<file path="src/rtl/load_frame_writer.sv">
// Streams one frame of pixels into a frame buffer, then holds it until the
// consumer releases it. Tracks framing errors and completed frame count.
module load_frame_writer #(
    parameter int unsigned BIT_DEPTH  = 8,
    parameter int unsigned ADDR_WIDTH = 10,
    parameter int unsigned DEPTH      = 784
) (
    input  logic                  clk,
    input  logic                  rst,
    input  logic                  s_valid,
    input  logic [BIT_DEPTH-1:0]  s_data,
    input  logic                  s_last,
    output logic                  s_ready,
    output logic                  wr_en,
    output logic [ADDR_WIDTH-1:0] wr_addr,
    output logic [BIT_DEPTH-1:0]  wr_data,
    output logic                  frame_ready,
    output logic                  frame_done,
    input  logic                  frame_release,
    output logic                  frame_err,
    output logic [7:0]            frame_count
);

    localparam logic [ADDR_WIDTH-1:0] LAST_ADDR = ADDR_WIDTH'(DEPTH - 1);

    typedef enum logic {
        LOAD = 1'b0,
        HOLD = 1'b1
    } state_t;

    state_t                  state;
    state_t                  state_next;
    logic [ADDR_WIDTH-1:0]   pix_addr;
    logic                    accept;
    logic                    at_last;
    logic                    complete;
    logic                    bad_frame;

    // State register
    always_ff @(posedge clk or posedge rst) begin
        if (rst) begin
            state <= LOAD;
        end else begin
            state <= state_next;
        end
    end

    // Next-state logic: release is only honoured while holding a frame
    always_comb begin
        state_next = state;
        case (state)
            LOAD:    if (complete)      state_next = HOLD;
            HOLD:    if (frame_release) state_next = LOAD;
            default:                    state_next = LOAD;
        endcase
    end

    // Output logic
    always_comb begin
        s_ready = 1'b0;
        if (state == LOAD) begin
            s_ready = 1'b1;
        end
    end

    // Beat decode; a framing error is s_last disagreeing with the final address
    always_comb begin
        accept    = s_valid && s_ready;
        at_last   = (pix_addr == LAST_ADDR);
        complete  = accept && (at_last || s_last);
        bad_frame = accept && (s_last != at_last);
    end

    // Pixel address counter, restarted when the held frame is released
    always_ff @(posedge clk or posedge rst) begin
        if (rst) begin
            pix_addr <= '0;
        end else if (state == HOLD && frame_release) begin
            pix_addr <= '0;
        end else if (accept && !complete) begin
            pix_addr <= pix_addr + ADDR_WIDTH'(1);
        end
    end

    // Buffer write port; address and data hold between writes
    always_ff @(posedge clk or posedge rst) begin
        if (rst) begin
            wr_en   <= 1'b0;
            wr_addr <= '0;
            wr_data <= '0;
        end else begin
            wr_en <= accept;
            if (accept) begin
                wr_addr <= pix_addr;
                wr_data <= s_data;
            end
        end
    end

    // Frame status flags
    always_ff @(posedge clk or posedge rst) begin
        if (rst) begin
            frame_ready <= 1'b0;
            frame_done  <= 1'b0;
            frame_err   <= 1'b0;
            frame_count <= 8'd0;
        end else begin
            frame_ready <= (state_next == HOLD);
            frame_done  <= complete;
            frame_err   <= frame_err | bad_frame;
            if (complete) begin
                frame_count <= frame_count + 8'd1;
            end
        end
    end

endmodule

</file>
<file path="config.mk">
export PLATFORM = sky130hd
export DESIGN_NAME = load_frame_writer
export DESIGN_NICKNAME = d
export VERILOG_FILES = /design/src/rtl/load_frame_writer.sv
export SDC_FILE = /design/constraint.sdc
export NUM_CORES = 1
export LEC_CHECK = 0
export CAP_MARGIN = 40
export CORE_MARGIN = 1.5
export CORE_UTILIZATION = 40
export CTS_CLUSTER_SIZE = 25
export DETAILED_ROUTE_END_ITERATION = 7
export PLACE_DENSITY = 0.77
export SLEW_MARGIN = 25
export SYNTH_ARGS = -nofsm -noshare
export SYNTH_HDL_FRONTEND = slang
export SYNTH_SLANG_ARGS = --single-unit
</file>
<file path="constraint.sdc">
create_clock -name clk -period 2.1 [get_ports clk]
set_clock_uncertainty 0.05 [all_clocks]
set_input_delay 0.42 -clock clk [delete_from_list [all_inputs] [get_ports clk]]
set_output_delay 0.42 -clock clk [all_outputs]
set_load 0.05 [all_outputs]
</file>
After elaboration in Yosys (flattened, before gate mapping)
Cells that the tools add are included.

cells by class
  $add $sub $neg = 2
  equal/unequal tests = 2
  multiplexer cells = 6
  bitwise operators = 2
  reductions and logical operators = 8

operator list
  kind                   number
  $mux 10                2
  $add 10x1->10 const B  1
  $eq 10x10->1 const B   1
  $add 8x1->8 const B    1
  $logic_and 1x1->1      5
  $mux 1                 3
  $pmux 1 s2             1
  $reduce_bool 2->1      1
  $logic_not 1->1        1
  $logic_or 1x1->1       1
  $ne 1x1->1             1
  $not 1->1              1
  $or 1x1->1             1

word-level totals
  flip-flop bits (word level) = 40

Depth between registers and ports, before layout
  depth after elaboration = 7
  mapped depth = 9
  mapped depth without buffers = 8

Worst setup path before layout
No wires, ideal clock.

  kind = register to register
  from = reg pix_addr[0]
  to = reg pix_addr[7]
  arrival time = 1.850 ns
  setup slack = 0.122 ns
  cell stages (with the launch flop) = 10
  cell sequence = dfrtp_1 -> ha_1 -> nand2_1 -> nor2_1 -> nand4_1 -> ha_1 -> buf_2 -> nand3_1 -> or4_1 -> a21oi_1

between the ends
  word-level cells in the longest chain between the ends = 6
  elaborated cells on any way between the ends = 9
  classes of those cells = add/sub: 1; eq/ne: 1; mux: 2; reduce/logical: 5

ends and longest elaborated chain
  item                                                                   line  text
  from (decl)                                                            33    logic [ADDR_WIDTH-1:0] pix_addr;
  from (signal assigned)                                                 81    pix_addr <= pix_addr + ADDR_WIDTH'(1);
  parallel branches: the longest is 6 deep, another holds $add 10x1->10  --

Parallel ways; which one is timed is not known. The select of a mux whose other input is x is not followed.
A chain may end at the register's enable or synchronous reset.

Worst setup path after layout
  from = reg frame_count[0]
  to = out frame_count[0]

RTL lines
  item                    line  text
  from (decl)             21    output logic [7:0] frame_count
  from (signal assigned)  112   frame_count <= frame_count + 8'd1;

No word-level cell between the ends.

==> flow_summary_export.csv <==
group,metric,value,unit
status,outcome,"complete, no violations",
cells_and_area,n_antenna_cell,0,
timing,tightest_slew,0.503,ns
critical_path,startpoint,"frame_count[0]",
logic_synthesis,yosys.area.top_type,"dfrtp_1",
die,die_x,68.5,µm
logic_synthesis,synth-simple-area-share,24.5,%
clock_network,path_clk_slew,0.07,ns
global_route,grt_usage,17.9,%
critical_path,worstPathArrival,1.55,ns
cells_and_area,drive_above_1_share,13.6,%
logic_synthesis,syn-num-nets,190,
die,die_h,68.5,µm
die,die-area,4690,µm²
timing,setup_violations,0,
pwr,power_density,996,nW/µm²
cells_and_area,final_common_cell,"nand2_1",
logic_synthesis,synth_cell_type_count,32,
critical_path,crit_path_max_fanout,5,
clock_network,ctsHtreeMaxLevel,2,
clock_network,cts_tree,"yes",
logic_synthesis,synth_area,1720,µm²
logic_synthesis,synth-seq-cells,40,
timing,finalHoldViolations,0,
cells_and_area,utilization,59.9,%
global_route,grt_pass1_vias,1354,
logic_synthesis,yosys_warnings,0,
logic_synthesis,synth-xor-area-share,4.59,%
logic_synthesis,synth-seq-area-share,58.3,%
pwr,p_leak,1.13,nW
clock_network,cts_buffers,5,
critical_path,rrSetupSlack,0.08,ns
route,drc,0,
place,gp_congestion,0.841,
clock_network,clock-sinks,40,
route,drt-total-wl,3720,µm
logic_synthesis,muxShareOfSynthArea,1.24,%
cells_and_area,area_growth,41.7,%
critical_path,endpoint,"frame_count[0]",
clock_network,clockRootBuffer,"clkbuf_8",
place,post-dp-hpwl,2580,µm
critical_path,slowest_stage,"clkdlybuf4s50_1",
timing,timing.hold.ws,0.417,ns
logic_synthesis,synth_top_area_share,58.3,%
logic_synthesis,synth_cells,174,
clock_network,clock_latency,0.29,ns
logic_synthesis,synth_top_family_by_area,"simple AND/OR/NAND/NOR gates",
critical_path,crit_type,"register to primary output",
route,ant_nets,0,
logic_synthesis,synth_compound_area_share,6.34,%
route,drt_iter0_drc,105,
place,portBuffers,43,
hold_path,hold_class,"register to register",
die,io_pins,44,
timing,finalCritPeriodShare,96.4,%
critical_path,worstPathRequired,1.63,ns
timing,slew_viol_final,0,
critical_path,cp-start-kind,"register",
pwr,peakVddDrop,720,µV
global_route,grt_pass1_wl,6150,µm
timing,fmax,494,MHz
critical_path,path_buf_inv,1,
clock_network,cts.path.max_buffers,2,
cells_and_area,finalNetCount,251,
critical_path,cp.depth,1,
critical_path,cp_top_family,"buffers and inverters",
global_route,grt_max_degree,41,
pwr,power,2.42,mW
die,rows,23,
die,core_area,4060,µm²
run,cap_violations,0,
route,vias,1460,
timing,rsz0062_at_grt,"yes",
critical_path,r2r-start,"pix_addr[6]",
timing,period_needed,2.02,ns
timing,max_slew_margin,66.5,%
cells_and_area,final_cell_mix,"60 x nand2_1, 41 x clkdlybuf4s50_1, 40 x dfrtp_1",
critical_path,reg2reg_to,"frame_count[1]",
global_route,antenna_found_initial,0,
logic_synthesis,syn_avg_cell_area,9.87,µm²
global_route,overflow,0,
route,wire_per_inst,13.1,µm
route,dr.pass1.iters,4,
logic_synthesis,synth_top_cells_by_area,"dfrtp_1 58%, nand2_1 13%, xor2_1 3.6%",
critical_path,cp_cell_sequence,"clkdlybuf4s50_1",
die,start_util,42.3,%
critical_path,worstSetupEndpointType,"primary output",
logic_synthesis,synth_fa_ha_area_share,2.19,%
critical_path,critPathMaxStageDelay,0.83,ns
critical_path,r2r_cells,5,
route,vias_per_cell,5.12,
==> worst min path at each step <==
stage	depth (start not counted)	slack, ns	end	from
6_report	1	0.42	frame_err	frame_err
5_1_grt	1	0.44	frame_err	frame_err
4_1_cts	1	0.43	frame_err	frame_err
3_5_place_dp	1	0.41	frame_err	frame_err
3_3_place_gp	1	0.39	frame_err	frame_err
2_1_floorplan	2	0.42	wr_addr[9]	pix_addr[9]
==> area by class of cell <==
class / instances / area [µm²]
Multi-Input combinational cell: 122 / 697
Timing Repair Buffer: 60 / 553
Fill cell: 350 / 1630
Sequential cell: 40 / 1000
Clock buffer: 7 / 96.3
Inverter: 6 / 22.5
Tap cell: 50 / 62.6
==> power by group <==
group          internal (mW)  leakage (nW)  switching [mW]
Clock                  0.292        0.0503           0.248
Combinational          0.319         0.555           0.568
Sequential             0.892         0.524           0.105
Total                   1.50          1.13           0.921
==> state kept, by name (all words and copies together) (netlist names) <==
name,flops
pix_addr,10
wr_addr,10
frame_count,8
wr_data,8
frame_done,1
frame_err,1
frame_ready,1
wr_en,1
==> per-stage QoR <==
step | cells | area, µm² | setup WS, ns | TNS (ns)
floorplan | 174 | 1720 | 0.122 | 0
global placement | 276 | 2290 | -0.0438 | -0.109
detailed placement | 276 | 2290 | -0.135 | -0.439
CTS | 283 | 2390 | 0.00380 | 0
global route | 285 | 2430 | -0.0415 | -0.0823
finish | 285 | 2430 | 0.0754 | 0
==> per-layer routing <==
| layer | track usage [%] | part of all wire, % |
|---|---|---|
| met5 | 0 | 0 |
| met4 | 5.25 | 1.5 |
| met3 | 5.52 | 6.2 |
| met2 | 29.2 | 46 |
| met1 | 23.0 | 46 |
==> synthesized netlist by cell type <==
master and count:
nand2_1 60, dfrtp_1 40, xor2_1 7, a21oi_1 5, inv_1 5, nand4_1 5
nor2_1 5, nand3_1 4, buf_2 3, clkbuf_1 3, ha_1 3, nand4b_1 3
nor3_1 3, nand2b_1 2, o21ai_0 2, o21ai_1 2, o311ai_1 2, o31ai_1 2
o41ai_1 2, or3_1 2, or4_1 2, xnor2_1 2, a21o_1 1, and2_1 1
inv_2 1, mux2_1 1, mux2i_1 1, nand3b_1 1, nand4bb_1 1, nor3b_2 1
nor4_1 1, o22ai_1 1
==> logic make-up after synthesis <==
family,after synthesis
compound gates,17
simple gates,91
buf+inv,12
fa+ha+maj,3
xor+xnor,9
mux,2
flops,40
==> repair_timing <==
action	in CTS	in global routing
setup endpoints to repair	4	8
hold buffers	0	0
buffers inserted	0	2
pin swaps	0	4
resized for setup	1	4
Power figures use the tool's default switching activity.
